--- src/rtl/mult_pkg.sv ---
// Shared definitions for the HI/LO multiply controller.
//   - request opcode encodings carried on req_op
//   - controller FSM state type
//   - operand / product widths
package mult_pkg;

    localparam int DATA_W = 32;
    localparam int PROD_W = 64;

    typedef enum logic [1:0] {
        OP_MULT  = 2'b00,
        OP_MULTU = 2'b01,
        OP_MTHI  = 2'b10,
        OP_MTLO  = 2'b11
    } mult_op_e;

    typedef enum logic [1:0] {
        ST_IDLE = 2'b00,
        ST_BUSY = 2'b01,
        ST_DONE = 2'b10
    } mult_state_e;

endpackage

--- src/rtl/mult_ufix.sv ---
// Unsigned-product correction for a signed 32x32 multiplier result.
// A signed multiply treats a set MSB as -2^31; adding the other operand
// shifted up by 32 for each such operand gives the unsigned product mod 2^64.
// Only the upper word changes, and that add wraps at 32 bits.
//
// Ports:
//   product     in  64  signed product from the multiplier
//   a, b        in  32  operands the product was formed from
//   unsigned_op in  1   apply the correction
//   result      out 64  corrected product
module mult_ufix
    import mult_pkg::*;
(
    input  logic [PROD_W-1:0] product,
    input  logic [DATA_W-1:0] a,
    input  logic [DATA_W-1:0] b,
    input  logic              unsigned_op,
    output logic [PROD_W-1:0] result
);

    logic [DATA_W-1:0] corr;

    always_comb begin
        corr = '0;
        if (unsigned_op) begin
            corr = (a[DATA_W-1] ? b : '0) + (b[DATA_W-1] ? a : '0);
        end
        result = {product[PROD_W-1:DATA_W] + corr, product[DATA_W-1:0]};
    end

endmodule

--- src/rtl/mult_hilo_ctrl.sv ---
// Request controller and HI/LO holder for an iterative 32x32 multiplier.
// Accepts MULT/MULTU/MTHI/MTLO over valid/ready, holds mult_begin and the
// operands steady while the multiplier runs, and captures the product.
//
// Optional feature: define MULT_UNSIGNED_EN to give MULTU the unsigned
// correction. Without it a MULTU request is accepted and dropped.
//
// Ports:
//   clk, rst             clock, synchronous active-high reset
//   req_valid/req_ready  request handshake (ready only in IDLE)
//   req_op, req_a, req_b opcode, operand A / move data, operand B
//   hi, lo               architectural HI/LO registers
//   mul_done             one-cycle pulse with a new product in HI/LO
//   mult_begin           level-held start to the multiplier
//   mult_op1, mult_op2   latched operands to the multiplier
//   product, mult_end    multiplier result and its (combinational) valid
//
// state | meaning
// IDLE  | ready; moves complete here
// BUSY  | multiplier running, begin and operands held
// DONE  | product in HI/LO, mul_done high, begin low for one cycle
module mult_hilo_ctrl
    import mult_pkg::*;
(
    input  logic              clk,
    input  logic              rst,
    input  logic              req_valid,
    output logic              req_ready,
    input  logic [1:0]        req_op,
    input  logic [DATA_W-1:0] req_a,
    input  logic [DATA_W-1:0] req_b,
    output logic [DATA_W-1:0] hi,
    output logic [DATA_W-1:0] lo,
    output logic              mul_done,
    output logic              mult_begin,
    output logic [DATA_W-1:0] mult_op1,
    output logic [DATA_W-1:0] mult_op2,
    input  logic [PROD_W-1:0] product,
    input  logic              mult_end
);

    mult_state_e       state, state_nxt;
    logic [DATA_W-1:0] hi_nxt, lo_nxt, op1_nxt, op2_nxt;
    logic              begin_nxt;
    logic              accept;
    logic [PROD_W-1:0] prod_fixed;

`ifdef MULT_UNSIGNED_EN
    logic mult_op_u, op_u_nxt;

    mult_ufix u_ufix (
        .product     (product),
        .a           (mult_op1),
        .b           (mult_op2),
        .unsigned_op (mult_op_u),
        .result      (prod_fixed)
    );
`else
    assign prod_fixed = product;
`endif

    assign req_ready = (state == ST_IDLE);
    assign mul_done  = (state == ST_DONE);
    assign accept    = req_valid & req_ready;

    always_comb begin
        state_nxt = state;
        hi_nxt    = hi;
        lo_nxt    = lo;
        op1_nxt   = mult_op1;
        op2_nxt   = mult_op2;
        begin_nxt = mult_begin;
`ifdef MULT_UNSIGNED_EN
        op_u_nxt  = mult_op_u;
`endif
        case (state)
            ST_IDLE: begin
                if (accept) begin
                    case (req_op)
                        OP_MULT: begin
                            op1_nxt   = req_a;
                            op2_nxt   = req_b;
                            begin_nxt = 1'b1;
                            state_nxt = ST_BUSY;
`ifdef MULT_UNSIGNED_EN
                            op_u_nxt  = 1'b0;
`endif
                        end
                        OP_MULTU: begin
`ifdef MULT_UNSIGNED_EN
                            op1_nxt   = req_a;
                            op2_nxt   = req_b;
                            begin_nxt = 1'b1;
                            op_u_nxt  = 1'b1;
                            state_nxt = ST_BUSY;
`endif
                        end
                        OP_MTHI: hi_nxt = req_a;
                        OP_MTLO: lo_nxt = req_a;
                        default: ;
                    endcase
                end
            end
            ST_BUSY: begin
                if (mult_end) begin
                    {hi_nxt, lo_nxt} = prod_fixed;
                    begin_nxt        = 1'b0;
                    state_nxt        = ST_DONE;
                end
            end
            ST_DONE: state_nxt = ST_IDLE;
            default: state_nxt = ST_IDLE;
        endcase
    end

    always_ff @(posedge clk) begin
        if (rst) begin
            state      <= ST_IDLE;
            hi         <= '0;
            lo         <= '0;
            mult_op1   <= '0;
            mult_op2   <= '0;
            mult_begin <= 1'b0;
`ifdef MULT_UNSIGNED_EN
            mult_op_u  <= 1'b0;
`endif
        end else begin
            state      <= state_nxt;
            hi         <= hi_nxt;
            lo         <= lo_nxt;
            mult_op1   <= op1_nxt;
            mult_op2   <= op2_nxt;
            mult_begin <= begin_nxt;
`ifdef MULT_UNSIGNED_EN
            mult_op_u  <= op_u_nxt;
`endif
        end
    end

endmodule

--- config.mk ---
export PLATFORM = sky130hd
export DESIGN_NAME = mult_hilo_ctrl
export DESIGN_NICKNAME = d
export VERILOG_FILES = /design/src/rtl/mult_pkg.sv /design/src/rtl/mult_ufix.sv /design/src/rtl/mult_hilo_ctrl.sv
export SDC_FILE = /design/constraint.sdc
export NUM_CORES = 1
export LEC_CHECK = 0
export CORE_MARGIN = 4
export CORE_UTILIZATION = 42
export CTS_CLUSTER_SIZE = 20
export DETAILED_ROUTE_END_ITERATION = 7
export PLACE_DENSITY = 0.85
export RECOVER_POWER = 50
export SLEW_MARGIN = 20
export SYNTH_ARGS = -nofsm -noshare
export SYNTH_HDL_FRONTEND = slang
export SYNTH_SLANG_ARGS = --single-unit
--- constraint.sdc ---
create_clock -name clk -period 2.7 [get_ports clk]
set_input_delay 0.54 -clock clk [delete_from_list [all_inputs] [get_ports clk]]
set_output_delay 0.54 -clock clk [all_outputs]
set_load 0.1 [all_outputs]
==> results.sh, run 1 <==
export IMPL_number_of_antenna_violations_at_the_first_check_in_global_routing=0
export IMPL_cts_setup_buffers=0
export IMPL_die_height_um=117
export IMPL_rr_endpoint="mult_begin"
export IMPL_routed_wire_length_per_instance_um=18.0
export IMPL_hold_path_startpoint="mult_op2[9]"
export IMPL_grt_overflow_total=0
export IMPL_clock_insertion_delay_worst_skew_ps=410
export IMPL_achievable_frequency_mhz=452
export IMPL_p_leak_nw=2.57
export IMPL_pin_count=265
export IMPL_core_area_sq_um=11500
export IMPL_drive_above_1_share=0.0638
export IMPL_setup_tns_final_ps=0
export IMPL_cp_data_required_time_ps=2160
export IMPL_post_route_worst_setup_slack_ps=485
export IMPL_data_arrival_critical_path_ps=1670
export IMPL_reg2reg_depth=5
export IMPL_finalWeightedCongestion=0.842
export IMPL_crit_fanout=2
export IMPL_pwr_density_cell_nw_per_um2=753
export IMPL_final_net_count=970
export IMPL_total_track_usage=0.256
export IMPL_number_of_buffer_and_inverter_stages_on_the_critical_path=1
export IMPL_synthesis_yosys_warnings=0
export IMPL_run_status="finished, final reports clean"
export IMPL_drt_drc_violations_left=0
export IMPL_routed_wl_met2_mm=8.53
export IMPL_ys_seq_area_frac=0.526
export IMPL_fill_cells=1014
export IMPL_numClockSinks=131
export IMPL_vdd_drop_max_mv=0.526
export IMPL_global_route_wire_length_before_repair_mm=27.1
export IMPL_clk_pin_slew_worst_paths_ps=50
export IMPL_area_delta_synth_final_pct=49.0
export IMPL_crit_path_start_kind="register"
export IMPL_synthArstFlopShare=0
export IMPL_routed_wl_met3_mm=1.82
export IMPL_fp_dieW_um=117
export IMPL_average_instance_area_after_synthesis_sq_um=8.42
export IMPL_m1WireLength_mm=6.83
export IMPL_number_of_storage_elements_in_the_synthesis_netlist=131
export IMPL_crit_reg2reg_launch="state[0]"
export IMPL_grt_setup_unrepaired="false"
export IMPL_edff_count_synth=0
export IMPL_library_cell_contributing_the_largest_single_delay_on_the_critical_path="sky130_fd_sc_hd__clkbuf_1"
export IMPL_cts_htree_levels=4
export IMPL_post_synth_instance_area_sq_um=4980
export IMPL_placement_setup_worst_slack_ps=320
export IMPL_timing_max_slew_rel_slack=0.168
export IMPL_layout_commonest_cell="sky130_fd_sc_hd__clkbuf_1"
export IMPL_worstPathCellList="clkbuf_1"
export IMPL_avgViaCountPerCell=5.52
export IMPL_num_rows=39
export IMPL_tritoncts="yes"
export IMPL_postRouteAntennaNets=0
export IMPL_setup_reg_to_reg_worst_slack_ps=560
export IMPL_clockRootBuffer="sky130_fd_sc_hd__clkbuf_16"
export IMPL_synth_lib_cells_used_distinct=24
export IMPL_max_cap_viol_count=0
export IMPL_drt_pass1_iterations=5
export IMPL_timing_final_crit_period_ps=2210
export IMPL_tightest_slew_ps=1250
export IMPL_clock_buffers_created_by_tritoncts=17
export IMPL_post_cts_hold_buffer_count=0
export IMPL_maxSlewViolCount=0
export IMPL_first_global_vias=5391
export IMPL_min_to="mult_op2[9]"
export IMPL_topRoutingLayerUsed="met4"
export IMPL_starting_density_of_the_core=0.433
export IMPL_drtIter0Drc=367
export IMPL_setup_worst_path_class="reg2out"
export IMPL_cts_resized_gates=0
export IMPL_grt_max_degree=66
export IMPL_hold_path_cell_count=2
export IMPL_clock_skew_ps=6.87
export IMPL_dieArea_sq_um=13700
export IMPL_worst_setup_path_end_kind="output pin"
export IMPL_postSynth_topFlopCell="sky130_fd_sc_hd__dfxtp_1"
export IMPL_antenna_diode_count=0
export IMPL_place_detailed_hpwl_mm=12.7
export IMPL_worstHoldPathType="reg2reg"
export IMPL_io_buffers=264
export IMPL_timing_critical_path_slowest_cell_delay_ps=920
export IMPL_layout_common_cells="sky130_fd_sc_hd__clkbuf_1 (133), sky130_fd_sc_hd__clkdlybuf4s50_1 (132), sky130_fd_sc_hd__dfxtp_1 (130)"
export IMPL_syn_num_nets=726
export IMPL_post_route_period_util=0.820
export IMPL_timing_critical_path_max_delay_family="buffers and inverters"
export IMPL_synth_cells=592
export IMPL_clockBufferDepth=2
export IMPL_wirelength_mm=17.8
export IMPL_final_hold_viol_count=0
export IMPL_vias=5467
export IMPL_setup_violations=0
==> registers in the layout, summed over array words and instances, names as in the netlist <==
| register | cells |
|---|---|
| lo | 32 |
| hi | 32 |
| mult_begin | 1 |
| mult_op2 | 32 |
| mult_op1 | 32 |
| state | 2 |
==> per-layer routing <==
metal	global-route usage	vias to the layer above
met4	0.129	0
met5	0	-
li1	-	2570
met1	0.285	2551
met3	0.0859	55
met2	0.438	291
==> worst reg2reg max path, stage by stage, from the launching register on <==
cell and delay [ps]:
sky130_fd_sc_hd__dfxtp_2 530, sky130_fd_sc_hd__nand2b_4 260, sky130_fd_sc_hd__nor4_4 160, sky130_fd_sc_hd__clkbuf_1 810, sky130_fd_sc_hd__nor2_1 70, sky130_fd_sc_hd__a311oi_1 220
==> through the flow <==
step                power, W  hold slack (ps)  utilization  cells  cell area, sq um
floorplan            0.00310              593            -    592              4980
global placement     0.00354              442        0.639    960              7360
detailed placement   0.00356              450        0.639    960              7360
CTS                  0.00571              457        0.687    990              7910
global route         0.00579              476        0.645    990              7420
finish               0.00559              454        0.645    990              7420
==> kinds of logic after synthesis <==
family,share of synthesized area
and+or+nand+nor,0.229
AOI/OAI and AO/OA,0.185
DFF,0.526
buffers and inverters,0.0595
==> cells in the mapped netlist, types with 6 or more instances <==
cell type                    n  area share
sky130_fd_sc_hd__a221oi_1   64        0.11
sky130_fd_sc_hd__buf_2      12       0.012
sky130_fd_sc_hd__buf_6       6       0.014
sky130_fd_sc_hd__a21oi_1    64       0.064
sky130_fd_sc_hd__buf_4       6      0.0090
sky130_fd_sc_hd__nor2_1     70       0.053
sky130_fd_sc_hd__dfxtp_1   131        0.53
sky130_fd_sc_hd__nor3_1     64       0.064
sky130_fd_sc_hd__nand2_1   129       0.097
sky130_fd_sc_hd__clkbuf_1   32       0.024
==> worst max path at each step <==
| stage | depth (start not counted) | slack [ps] | endpoint | startpoint |
|---|---|---|---|---|
| 6_report | 1 | 490 | mult_op1[26] | mult_op1[26] |
| 5_1_grt | 5 | 330 | mult_op1[10] | state[0] |
| 4_1_cts | 3 | 540 | mul_done | state[1] |
| 3_5_place_dp | 6 | 320 | lo[14] | req_op[1] |
| 3_3_place_gp | 6 | 400 | lo[12] | req_op[1] |
| 2_1_floorplan | 3 | 280 | mul_done | state[0] |
==> layout make-up <==
cell class,instances,area [sq um],area share
Multi-Input combinational cell,404,2080,0.281
Inverter,1,3.75,0.000506
Timing Repair Buffer,281,1980,0.266
Clock buffer,25,505,0.0681
Sequential cell,131,2620,0.353
Tap cell,143,179,0.0241
Clock inverter,5,50.0,0.00674
==> report_power, final <==
| group | leakage, nW | internal [W] | switching, W | total [W] |
|---|---|---|---|---|
| combinational | 1.22 | 0.000316 | 0.00103 | 0.00134 |
| clock | 0.279 | 0.00137 | 0.000779 | 0.00215 |
| sequential | 1.07 | 0.00204 | 0.0000581 | 0.00210 |
Note: power is estimated with default switching activity, not from simulation.
==> run 2, diff against run 1 <==
--- a/config.mk
+++ b/config.mk
@@ -6,10 +6,10 @@
 export NUM_CORES = 1
 export LEC_CHECK = 0
 export CORE_MARGIN = 4
-export CORE_UTILIZATION = 42
+export CORE_UTILIZATION = 35
 export CTS_CLUSTER_SIZE = 20
 export DETAILED_ROUTE_END_ITERATION = 7
-export PLACE_DENSITY = 0.85
+export PLACE_DENSITY = 0.76
 export RECOVER_POWER = 50
 export SLEW_MARGIN = 20
 export SYNTH_ARGS = -nofsm -noshare
==> constraint.sdc (replaced) <==
create_clock -name clk -period 1.9 [get_ports clk]
set_input_delay 0.38 -clock clk [delete_from_list [all_inputs] [get_ports clk]]
set_output_delay 0.38 -clock clk [all_outputs]
set_load 0.1 [all_outputs]
==> run 2 against run 1 <==
Against the previous run:
- first-iteration DRC count decreased by 25%
- cell area grew 8.0%
- utilization decreased by 6.9 points
- setup slack worse by 390 ps
- combinational power grew 51%
- wire length is 3.0% higher
- non-clock buffer count grew 20
- worst hold slack got worse by 120 ps
==> results.sh, run 2 (synthesized netlist as in run 1, its figures left out) <==
export IMPL_run_status="finished, final reports clean"
export IMPL_total_track_usage=0.224
export IMPL_maxSlewViolCount=0
export IMPL_first_global_vias=5501
export IMPL_timing_critical_path_max_delay_family="buffers and inverters"
export IMPL_gr_usage_met3=0.0782
export IMPL_post_route_period_util=0.949
export IMPL_met2_usage=0.386
export IMPL_fin_cells=1049
export IMPL_post_place_cells=1017
export IMPL_cts_htree_levels=4
export IMPL_drtIter0Drc=276
export IMPL_starting_density_of_the_core=0.358
export IMPL_setup_violations=0
export IMPL_die_height_um=127
export IMPL_layout_common_cells="sky130_fd_sc_hd__clkdlybuf4s50_1 (132), sky130_fd_sc_hd__nand2_1 (129), sky130_fd_sc_hd__dfxtp_1 (129), sky130_fd_sc_hd__clkbuf_2 (129), sky130_fd_sc_hd__nor2_1 (68)"
export IMPL_worstHoldPathType="in2reg"
export IMPL_clock_skew_ps=4.44
export IMPL_crit_reg2reg_launch="state[0]"
export IMPL_numClockSinks=131
export IMPL_antenna_diode_count=0
export IMPL_setup_worst_path_class="reg2out"
export IMPL_crit_path_start="state[0]"
export IMPL_worst_setup_path_end_kind="output pin"
export IMPL_clk_pin_slew_worst_paths_ps=60
export IMPL_global_route_peak_usage_layer="met2"
export IMPL_place_detailed_hpwl_mm=13.1
export IMPL_timing_critical_path_slowest_cell_delay_ps=350
export IMPL_p_leak_nw=3.18
export IMPL_final_hold_viol_count=0
export IMPL_dieArea_sq_um=16200
export IMPL_crit_fanout=29
export IMPL_final_net_count=990
export IMPL_drive_above_1_share=0.243
export IMPL_avgViaCountPerCell=5.18
export IMPL_fp_dieW_um=127
export IMPL_grt_max_degree=47
export IMPL_routed_wire_length_per_instance_um=17.5
export IMPL_layout_commonest_cell="sky130_fd_sc_hd__clkdlybuf4s50_1"
export IMPL_timing_final_crit_period_ps=1800
export IMPL_data_arrival_critical_path_ps=1420
export IMPL_pwr_density_cell_nw_per_um2=1020
export IMPL_library_cell_contributing_the_largest_single_delay_on_the_critical_path="sky130_fd_sc_hd__dfxtp_2"
export IMPL_clock_insertion_delay_worst_skew_ps=410
export IMPL_fill_cells=1322
export IMPL_cp_data_required_time_ps=1520
export IMPL_post_cts_hold_buffer_count=0
export IMPL_number_of_antenna_violations_at_the_first_check_in_global_routing=0
export IMPL_num_rows=43
export IMPL_postRouteAntennaNets=0
export IMPL_gr_usage_met1=0.250
export IMPL_vias=5437
export IMPL_max_cap_viol_count=0
export IMPL_wirelength_mm=18.4
export IMPL_placed_cell_area_sq_um=7850
export IMPL_worstPathCellList="buf_4 > buf_12 > nor2_4 > buf_12"
export IMPL_timing_critical_path_mode_cell="sky130_fd_sc_hd__buf_12"
export IMPL_global_route_wire_length_before_repair_mm=28.7
export IMPL_pin_count=265
export IMPL_achievable_frequency_mhz=554
export IMPL_postLayoutCellArea_sq_um=8020
export IMPL_drt_drc_violations_left=0
export IMPL_tightest_slew_ps=578
export IMPL_clock_buffers_created_by_tritoncts=17
export IMPL_clockBufferDepth=2
export IMPL_grt_overflow_total=0
export IMPL_timing_max_slew_rel_slack=0.616
export IMPL_area_delta_synth_final_pct=60.9
export IMPL_crit_path_start_kind="register"
export IMPL_power_w=0.00822
export IMPL_drt_pass1_iterations=4
export IMPL_number_of_buffer_and_inverter_stages_on_the_critical_path=3
export IMPL_hold_path_startpoint="rst"
export IMPL_grt_setup_unrepaired="false"
export IMPL_vdd_drop_max_mv=0.715
export IMPL_core_area_sq_um=13900
export IMPL_tritoncts="yes"
export IMPL_finalWeightedCongestion=0.801
export IMPL_io_buffers=264
export IMPL_clockRootBuffer="sky130_fd_sc_hd__clkbuf_16"
export IMPL_setup_tns_final_ps=0
-- run 2: cell types whose count changed in the layout (fill, tap and decap cells not counted), moves of 3 or more --
cell	delta
sky130_fd_sc_hd__clkbuf_1	-133
sky130_fd_sc_hd__clkbuf_2	+129
sky130_fd_sc_hd__buf_12	+14
sky130_fd_sc_hd__buf_4	+7
sky130_fd_sc_hd__clkinv_4	+4
sky130_fd_sc_hd__clkbuf_8	-3
-- run 2: final timing paths --
path	endpoint	slack, ps	cells past startpoint
max	mul_done	100	4
min	mult_op1[14]	340	2
min reg2reg	mult_op1[14]	450	2
max reg2reg	hi[8]	190	5
-- run 2: power breakdown --
group          internal (W)  switching (W)
combinational      0.000543        0.00148
sequential          0.00289      0.0000743
clock               0.00199        0.00123
-- run 2: layout make-up --
cell class | instances | area (sq um) | share of cell area
flip-flops and latches | 131 | 2630 | 0.328
repair buffers | 301 | 2470 | 0.308
multi-input cells | 404 | 2100 | 0.263
clock buffers | 19 | 453 | 0.0565
well taps | 180 | 225 | 0.0281
clock inverters | 13 | 135 | 0.0169
inverters | 1 | 3.75 | 0.000468
-- run 2: metrics by stage --
| step | utilization | setup WS (ps) | hold WS, ps |
|---|---|---|---|
| after floorplan | - | -365 | 498 |
| after global placement | 0.563 | -228 | 441 |
| after detailed placement | 0.563 | -238 | 447 |
| after CTS | 0.606 | 14.7 | 318 |
| after global routing | 0.575 | 27.2 | 346 |
| final | 0.575 | 96.1 | 337 |
-- run 2: repair_timing --
| item | CTS | global route |
|---|---|---|
| endpoints found under the setup margin | 2 | 2 |
| resized for setup | 5 | 4 |
| gates cloned | 0 | 0 |
| setup buffers | 0 | 0 |
-- run 2: per-layer routing --
layer  part of all wire  wire length [um]
met1               0.40              7330
met4              0.026               473
met5                  0                 0
met2               0.48              8840
met3              0.093              1710
